--- config.mk ---
export PLATFORM = sky130hd
export DESIGN_NAME = serial_adder_flat
export DESIGN_NICKNAME = d
export VERILOG_FILES = /design/src/rtl/serial_adder_if.sv /design/src/rtl/serial_adder.sv /design/src/flat_wrapper.sv
export SDC_FILE = /design/constraint.sdc
export NUM_CORES = 1
export LEC_CHECK = 0
export BUFFER_PORTS_ARGS = -buffer_cell sky130_fd_sc_hd__buf_4
export CAP_MARGIN = 0
export CORE_AREA = 2 2 57 85
export CTS_CLUSTER_SIZE = 8
export DETAILED_ROUTE_END_ITERATION = 8
export DIE_AREA = 0 0 59 87
export SLEW_MARGIN = 20
export SYNTH_ARGS = -nofsm -noshare
export SYNTH_HDL_FRONTEND = slang
export SYNTH_SLANG_ARGS = --single-unit
--- constraint.sdc ---
create_clock -name clk -period 1.95 [get_ports clk]
set_input_delay 0.39 -clock clk [delete_from_list [all_inputs] [get_ports clk]]
set_output_delay 0.39 -clock clk [all_outputs]
set_load 0.01 [all_outputs]
--- src/rtl/serial_adder_if.sv ---
// rtl/serial_adder_if.sv - request/result bundle for the bit-serial add/subtract unit
interface serial_adder_if #(
   parameter int WIDTH = 8
);
   logic             start;
   logic             sub;
   logic             c_in;
   logic [WIDTH-1:0] a;
   logic [WIDTH-1:0] b;
   logic             busy;
   logic             done;
   logic [WIDTH-1:0] s;
   logic             c_out;
   logic             ovf;

   // requester side: issues operands, watches the handshake and results
   modport master (
      output start, sub, c_in, a, b,
      input  busy, done, s, c_out, ovf
   );

   // adder side: takes operands, returns handshake and results
   modport slave (
      input  start, sub, c_in, a, b,
      output busy, done, s, c_out, ovf
   );
endinterface

--- src/rtl/serial_adder.sv ---
// rtl/serial_adder.sv - bit-serial add/subtract unit, one full-adder cell, LSB first
module serial_adder #(
   parameter int WIDTH = 8
) (
   input  logic          clk,
   input  logic          rst,
   serial_adder_if.slave bus
);
   localparam int            CW   = $clog2(WIDTH);
   localparam logic [CW-1:0] LAST = CW'(WIDTH - 1);

   typedef enum logic [1:0] {
      IDLE = 2'd0,
      RUN  = 2'd1,
      DONE = 2'd2
   } state_t;

   state_t           state;
   logic [WIDTH-1:0] a_sr;
   logic [WIDTH-1:0] b_sr;
   logic [WIDTH-1:0] res_sr;
   logic [WIDTH-1:0] s_q;
   logic [CW-1:0]    cnt;
   logic             carry;
   logic             busy_q;
   logic             done_q;
   logic             c_out_q;
   logic             ovf_q;
   logic             sum;
   logic             cout;

   // the single full-adder cell working on the current LSBs and the carry FF
   always_comb begin
      sum  = a_sr[0] ^ b_sr[0] ^ carry;
      cout = (a_sr[0] & b_sr[0]) | (a_sr[0] & carry) | (b_sr[0] & carry);
   end

   // control FSM plus datapath; every output comes straight from a register
   always_ff @(posedge clk) begin
      if (rst) begin
         state   <= IDLE;
         a_sr    <= '0;
         b_sr    <= '0;
         res_sr  <= '0;
         s_q     <= '0;
         cnt     <= '0;
         carry   <= 1'b0;
         busy_q  <= 1'b0;
         done_q  <= 1'b0;
         c_out_q <= 1'b0;
         ovf_q   <= 1'b0;
      end else begin
         case (state)
            // DONE accepts a new start exactly like IDLE, giving back-to-back issue
            IDLE, DONE: begin
               done_q <= 1'b0;
               if (bus.start) begin
                  a_sr   <= bus.a;
                  // subtraction is a + ~b + 1: invert B here, force carry-in to 1
                  b_sr   <= bus.b ^ {WIDTH{bus.sub}};
                  carry  <= bus.sub ? 1'b1 : bus.c_in;
                  res_sr <= '0;
                  cnt    <= '0;
                  busy_q <= 1'b1;
                  state  <= RUN;
               end else begin
                  state  <= IDLE;
               end
            end
            RUN: begin
               a_sr   <= a_sr >> 1;
               b_sr   <= b_sr >> 1;
               res_sr <= {sum, res_sr[WIDTH-1:1]};
               carry  <= cout;
               if (cnt == LAST) begin
                  // carry still holds the carry into the MSB on this last bit
                  s_q     <= {sum, res_sr[WIDTH-1:1]};
                  c_out_q <= cout;
                  ovf_q   <= carry ^ cout;
                  busy_q  <= 1'b0;
                  done_q  <= 1'b1;
                  state   <= DONE;
               end else begin
                  cnt     <= cnt + CW'(1);
               end
            end
            default: begin
               busy_q <= 1'b0;
               done_q <= 1'b0;
               state  <= IDLE;
            end
         endcase
      end
   end

   assign bus.busy  = busy_q;
   assign bus.done  = done_q;
   assign bus.s     = s_q;
   assign bus.c_out = c_out_q;
   assign bus.ovf   = ovf_q;
endmodule

--- src/flat_wrapper.sv ---
// flat-port wrapper written by rule: the top's interface ports become plain ports
module serial_adder_flat 
#(
   parameter int WIDTH = 8
)
  (clk, rst, bus_start, bus_sub, bus_c_in, bus_a, bus_b, bus_busy, bus_done, bus_s, bus_c_out, bus_ovf);
  serial_adder_if #(.WIDTH(WIDTH)) bus_i ();
  input  logic clk;
  input  logic rst;
  input wire logic [$bits(bus_i.start)-1:0] bus_start;
  input wire logic [$bits(bus_i.sub)-1:0] bus_sub;
  input wire logic [$bits(bus_i.c_in)-1:0] bus_c_in;
  input wire logic [$bits(bus_i.a)-1:0] bus_a;
  input wire logic [$bits(bus_i.b)-1:0] bus_b;
  output wire logic [$bits(bus_i.busy)-1:0] bus_busy;
  output wire logic [$bits(bus_i.done)-1:0] bus_done;
  output wire logic [$bits(bus_i.s)-1:0] bus_s;
  output wire logic [$bits(bus_i.c_out)-1:0] bus_c_out;
  output wire logic [$bits(bus_i.ovf)-1:0] bus_ovf;
  assign bus_i.start = bus_start;
  assign bus_i.sub = bus_sub;
  assign bus_i.c_in = bus_c_in;
  assign bus_i.a = bus_a;
  assign bus_i.b = bus_b;
  assign bus_busy = bus_i.busy;
  assign bus_done = bus_i.done;
  assign bus_s = bus_i.s;
  assign bus_c_out = bus_i.c_out;
  assign bus_ovf = bus_i.ovf;
  serial_adder #(.WIDTH(WIDTH)) u_core (.clk(clk), .rst(rst), .bus(bus_i));
endmodule
==> Word-level counts from Yosys, hierarchy flattened <==
Index checks and enable logic that the tools add are counted.
{ "totals": {"register_bits": 42, "input_bits": 21, "output_inout_bits": 12, "elab_cells": 54} }
{ "op_classes": {"addsub": 1, "eq_ne": 6, "mux": 18, "n_bitwise": 10, "reduce_logical": 8} }
{ "ops": {"columns": ["cell", "n"], "rows": [
  ["case mux 8 bit (2 select lines)", 3],
  ["two-way mux 8 bit", 3],
  ["XOR 8 bit", 1],
  ["two-way mux 3 bit", 2],
  ["case mux 3 bit (2 select lines)", 1],
  ["AND reduction 2 bit", 3],
  ["two-way mux 1 bit", 5],
  ["!= test 2 bit (second input constant)", 2],
  ["case mux 1 bit (2 select lines)", 2],
  ["case mux 2 bit (2 select lines)", 1],
  ["OR reduction 2 bit", 2],
  ["adder 3 x 1 -> 3 bit (second input constant)", 1],
  ["bitwise AND 1 bit", 3],
  ["equality test 3 bit (second input constant)", 1],
  ["AND reduction 3 bit", 1],
  ["XOR 1 bit", 3],
  ["equality test 2 x 1 -> 1 bit (second input constant)", 1],
  ["equality test 2 bit (second input constant)", 1],
  ["zero test 2 bit", 1],
  ["two-way mux 2 bit", 1],
  ["!= test 2 x 1 -> 1 bit (second input constant)", 1],
  ["OR 1 bit", 2],
  ["nonzero test 2 bit", 1],
  ["inverter 1 bit", 1]
]} }

==> Logic depth before layout (Yosys ltp) <==
{ "depth": {"ltp_word": 4, "depth_mapped": 5, "mapped_depth_nobuf": 5} }

==> Worst setup path after synthesis <==
OpenSTA, ideal clock, no wires.
{ "synth_timing": {"path_type": "register to register", "from": "register u_core.cnt[0]", "to": "register u_core.cnt[2]", "setup_ps": 132, "arrival_ps": 1138, "required_ps": 1818, "path_slack_ps": 680, "stages_incl_launch_ff": 6, "n_path_buf": 0, "synth_period_minus_slack_ps": 1270, "path_cell_list": "dfxtp_1 -> ha_1 -> ha_1 -> nor3b_2 -> nand3b_1 -> a21oi_1"} }
{ "synth_via": {"elab_chain_len": 3, "word_cells_on_any_way": 6, "classes_between": "1 x add/sub; 2 x eq/ne; 2 x mux; 1 x reduce/logical"} }
{ "synth_lines": {"columns": ["item", "line", "source"], "rows": [
  ["from (decl)", "serial_adder.sv:23", "logic [CW-1:0] cnt;"],
  ["from (signal assigned)", "serial_adder.sv:84", "cnt <= cnt + CW'(1);"],
  ["adder 3 x 1 -> 3 bit or equality test 3 bit (tied branches)", "serial_adder.sv:84, serial_adder.sv:75", null],
  ["two-way mux 3 bit or != test 2 bit (tied branches)", null, null],
  ["case mux 3 bit (2 select lines) or AND reduction 3 bit (tied branches)", null, null]
]} }
Parallel ways exist; a longest one is shown, timed or not. The select of a mux whose other input is x is not followed.
A chain may end at the register's enable or synchronous reset.

==> Worst setup path in the final report <==
{ "layout_timing": {"from": "register u_core.cnt[0]", "to": "register u_core.cnt[1]"} }
Same word-level chain as after synthesis.

==> flow_summary.yaml <==
global_routing:
  grt_pass1_vias: 1361
  grt_use_total_pct: 14.67
  grt_max_degree: 42
  grt_overflow_total: 0
  antenna_found_initial: 0
  grt_pass1_wl_um: 5865
pwr:
  p_total_mw: 1.600
  p_leak_nw: 0.7997
  powerDensity_nw_per_um2: 774.5
  peakVddDrop_mv: 0.4067
final_layout:
  fillers: 458
  layout.nets: 253
  stdcell_area_um2: 2066
  most-common-layout-cells: "buf_4 (41), dfxtp_1 (41), a21oi_1 (37), nand3_1 (34), nand2_1 (22)"
  synthToLayoutAreaGrowth_pct: 18.35
  antenna_cells: 0
  drive_gt1_share_pct: 21.59
worst_setup_path:
  critPathLaunchType: "flop"
  crit_required_ns: 2.12
  regToRegEndpoint: "u_core.cnt[1]"
  crit_fanout: 6
  cp.arrival_ns: 1.55
  r2r_setup_slack_ns: 0.57
  path_class: "reg -> reg"
  reg2regPathDepth: 5
  reg2reg_from: "u_core.cnt[0]"
  setup.worst_path.end_class: "flop"
timing:
  finalCritPeriodShare_pct: 70.91
  rsz0062_at_grt: "false"
  fin_skew_ns: 0.007006
  finalHoldViolCount: 0
  drv_slew: 0
  max_freq_ghz: 0.7232
  worst_pin_slew_ns: 0.4206
  period_needed_ns: 1.383
  setup_slack_ns: 0.5672
  relSlewSlack_pct: 71.96
  setup_viol: 0
  setup_tns_ns: 0
detailed_routing:
  first_iter_violations: 30
  drtAntennaViolNets: 0
  drt_pass1_iterations: 4
  wl_um: 3475
  wl_per_cell_um: 12.64
  viasPerCell: 5.276
  vias: 1451
  drcViolationCount: 0
floorplanning:
  rows: 30
  die-area_um2: 5133
  die_h_um: 87
  ios: 33
  die_x_um: 59
  fp.coreArea_um2: 4429
  initial_core_util_pct: 39.41
cts:
  cts_hold_buf: 0
  cts_buffers: 5
  max-clock-path-buffers: 2
  cts_tree: "done"
  path_clk_slew_ns: 0.08
  clk-insertion-delay-late_ns: 0.29
  post_cts_resized: 0
  post_cts_buffers: 0
  root_buffer: "clkbuf_8"
  numClockSinks: 41
  ctsHtreeMaxLevel: 2
yosys:
  yosysWarningCount: 0
  syn-num-nets: 224
  yosysTopAreaCellShare_pct: 47.03
  ys_seq_area_share_pct: 47.03
  syn-cell-area_um2: 1745
  synthCells: 199
  synth_top_cells_by_area: "dfxtp_1 (47%), a21oi_1 (11%), nand3_1 (9.7%), a22oi_1 (6.0%), nand2_1 (4.7%)"
  yosys.area.top_type: "dfxtp_1"
  ys_seq_elements: 41
  syn_area_per_cell_um2: 8.771
  synth_cell_types: 24
placement:
  gp_congestion: 0.6586
  placement.io_buffers: 32
  placed_area_um2: 1992
  dp_hpwl_um: 2398
  dp_slack_ns: 0.5577
min_path:
  min-delay-start: "bus_a[7]"
  hold_depth: 3
  hold_end: "u_core.a_sr[7]"
  min_path_type: "in -> reg"
run:
  drv_cap: 0
status:
  outcome: "finished clean"
[metal layers]
metal  up-vias  share of wire (%)  track usage (%)
met4         0                1.8            6.198
met2        27                 52            25.76
met1       665                 42            16.19
met3         6                3.8            4.012
li1        753                  -                -
met5         -                  0                0
[stage by stage]
step	hold WS [ns]	instances	util, %
4_1_cts	0.3384	275	46.64
3_5_place_dp	0.4481	269	44.97
3_3_place_gp	0.4428	269	44.97
5_1_grt	0.3561	275	46.64
2_1_floorplan	0.4438	199	-
6_report	0.3501	275	46.64
[critical path, cell delays in order, from the launching register on]
cell and delay [ns]:
dfxtp_1 0.32, ha_1 0.21, ha_1 0.21, nor3b_2 0.29
nand3b_1 0.16, a21oi_1 0.06
[logic make-up (layout without fill, tap and decap cells)]
logic type / Yosys count / count (layout) / share of synthesized area (%)
AOI/OAI and AO/OA: 55 / 55 / 17.99
xor gates and xnor gates: 9 / 9 / 4.516
adders and majority gates: 4 / 4 / 3.298
buffers and inverters: 19 / 47 / 7.096
DFF: 41 / 41 / 47.03
and+or+nand+nor: 71 / 71 / 20.07
[worst max path at each step]
stage / start / to / cells past startpoint
after CTS: u_core.cnt[0] / u_core.cnt[1] / 5
after detailed placement: u_core.cnt[0] / u_core.cnt[1] / 5
after global routing: u_core.cnt[0] / u_core.cnt[1] / 5
final: u_core.cnt[0] / u_core.cnt[1] / 5
after floorplan: u_core.cnt[0] / u_core.cnt[2] / 5
after global placement: u_core.cnt[0] / u_core.cnt[2] / 5
[power by group]
part	internal (mW)	switching, mW	leakage, nW	total [mW]
clock network	0.235	0.270	0.0399	0.505
logic	0.0921	0.110	0.426	0.202
registers	0.871	0.0212	0.334	0.892
total	1.20	0.401	0.800	1.60
[layout make-up]
cell class	count	area [µm²]	share of cell area [%]
multi-input cells	139	803.3	38.89
clock buffers	5	68.82	3.331
well taps	48	60.06	2.907
flip-flops and latches	41	820.8	39.73
clock inverters	1	5.005	0.2423
repair buffers	41	307.8	14.90
[Yosys cell counts]
library cell,n
o21a_1,1
nand2b_1,3
buf_4,7
xor2_1,9
nand3_1,34
buf_1,2
nor3b_1,1
o21ai_0,2
nor3_1,1
a22oi_1,14
nor2_1,3
fa_1,1
nor3b_2,1
dfxtp_1,41
nand3b_1,4
buf_6,3
nor2b_1,2
buf_2,2
clkbuf_2,1
clkbuf_1,4
a21oi_1,37
nand2_1,22
ha_1,3
a31oi_1,1
[state kept, by name, summed over array words and instances, names as in the netlist]
register	count
u_core.a_sr	8
u_core.b_sr	8
u_core.bus.s	8
u_core.res_sr	7
u_core.cnt	3
u_core.state	2
u_core.bus.busy	1
u_core.bus.c_out	1
u_core.bus.done	1
u_core.bus.ovf	1
u_core.carry	1
No activity file was read; power rests on OpenSTA's default activity.
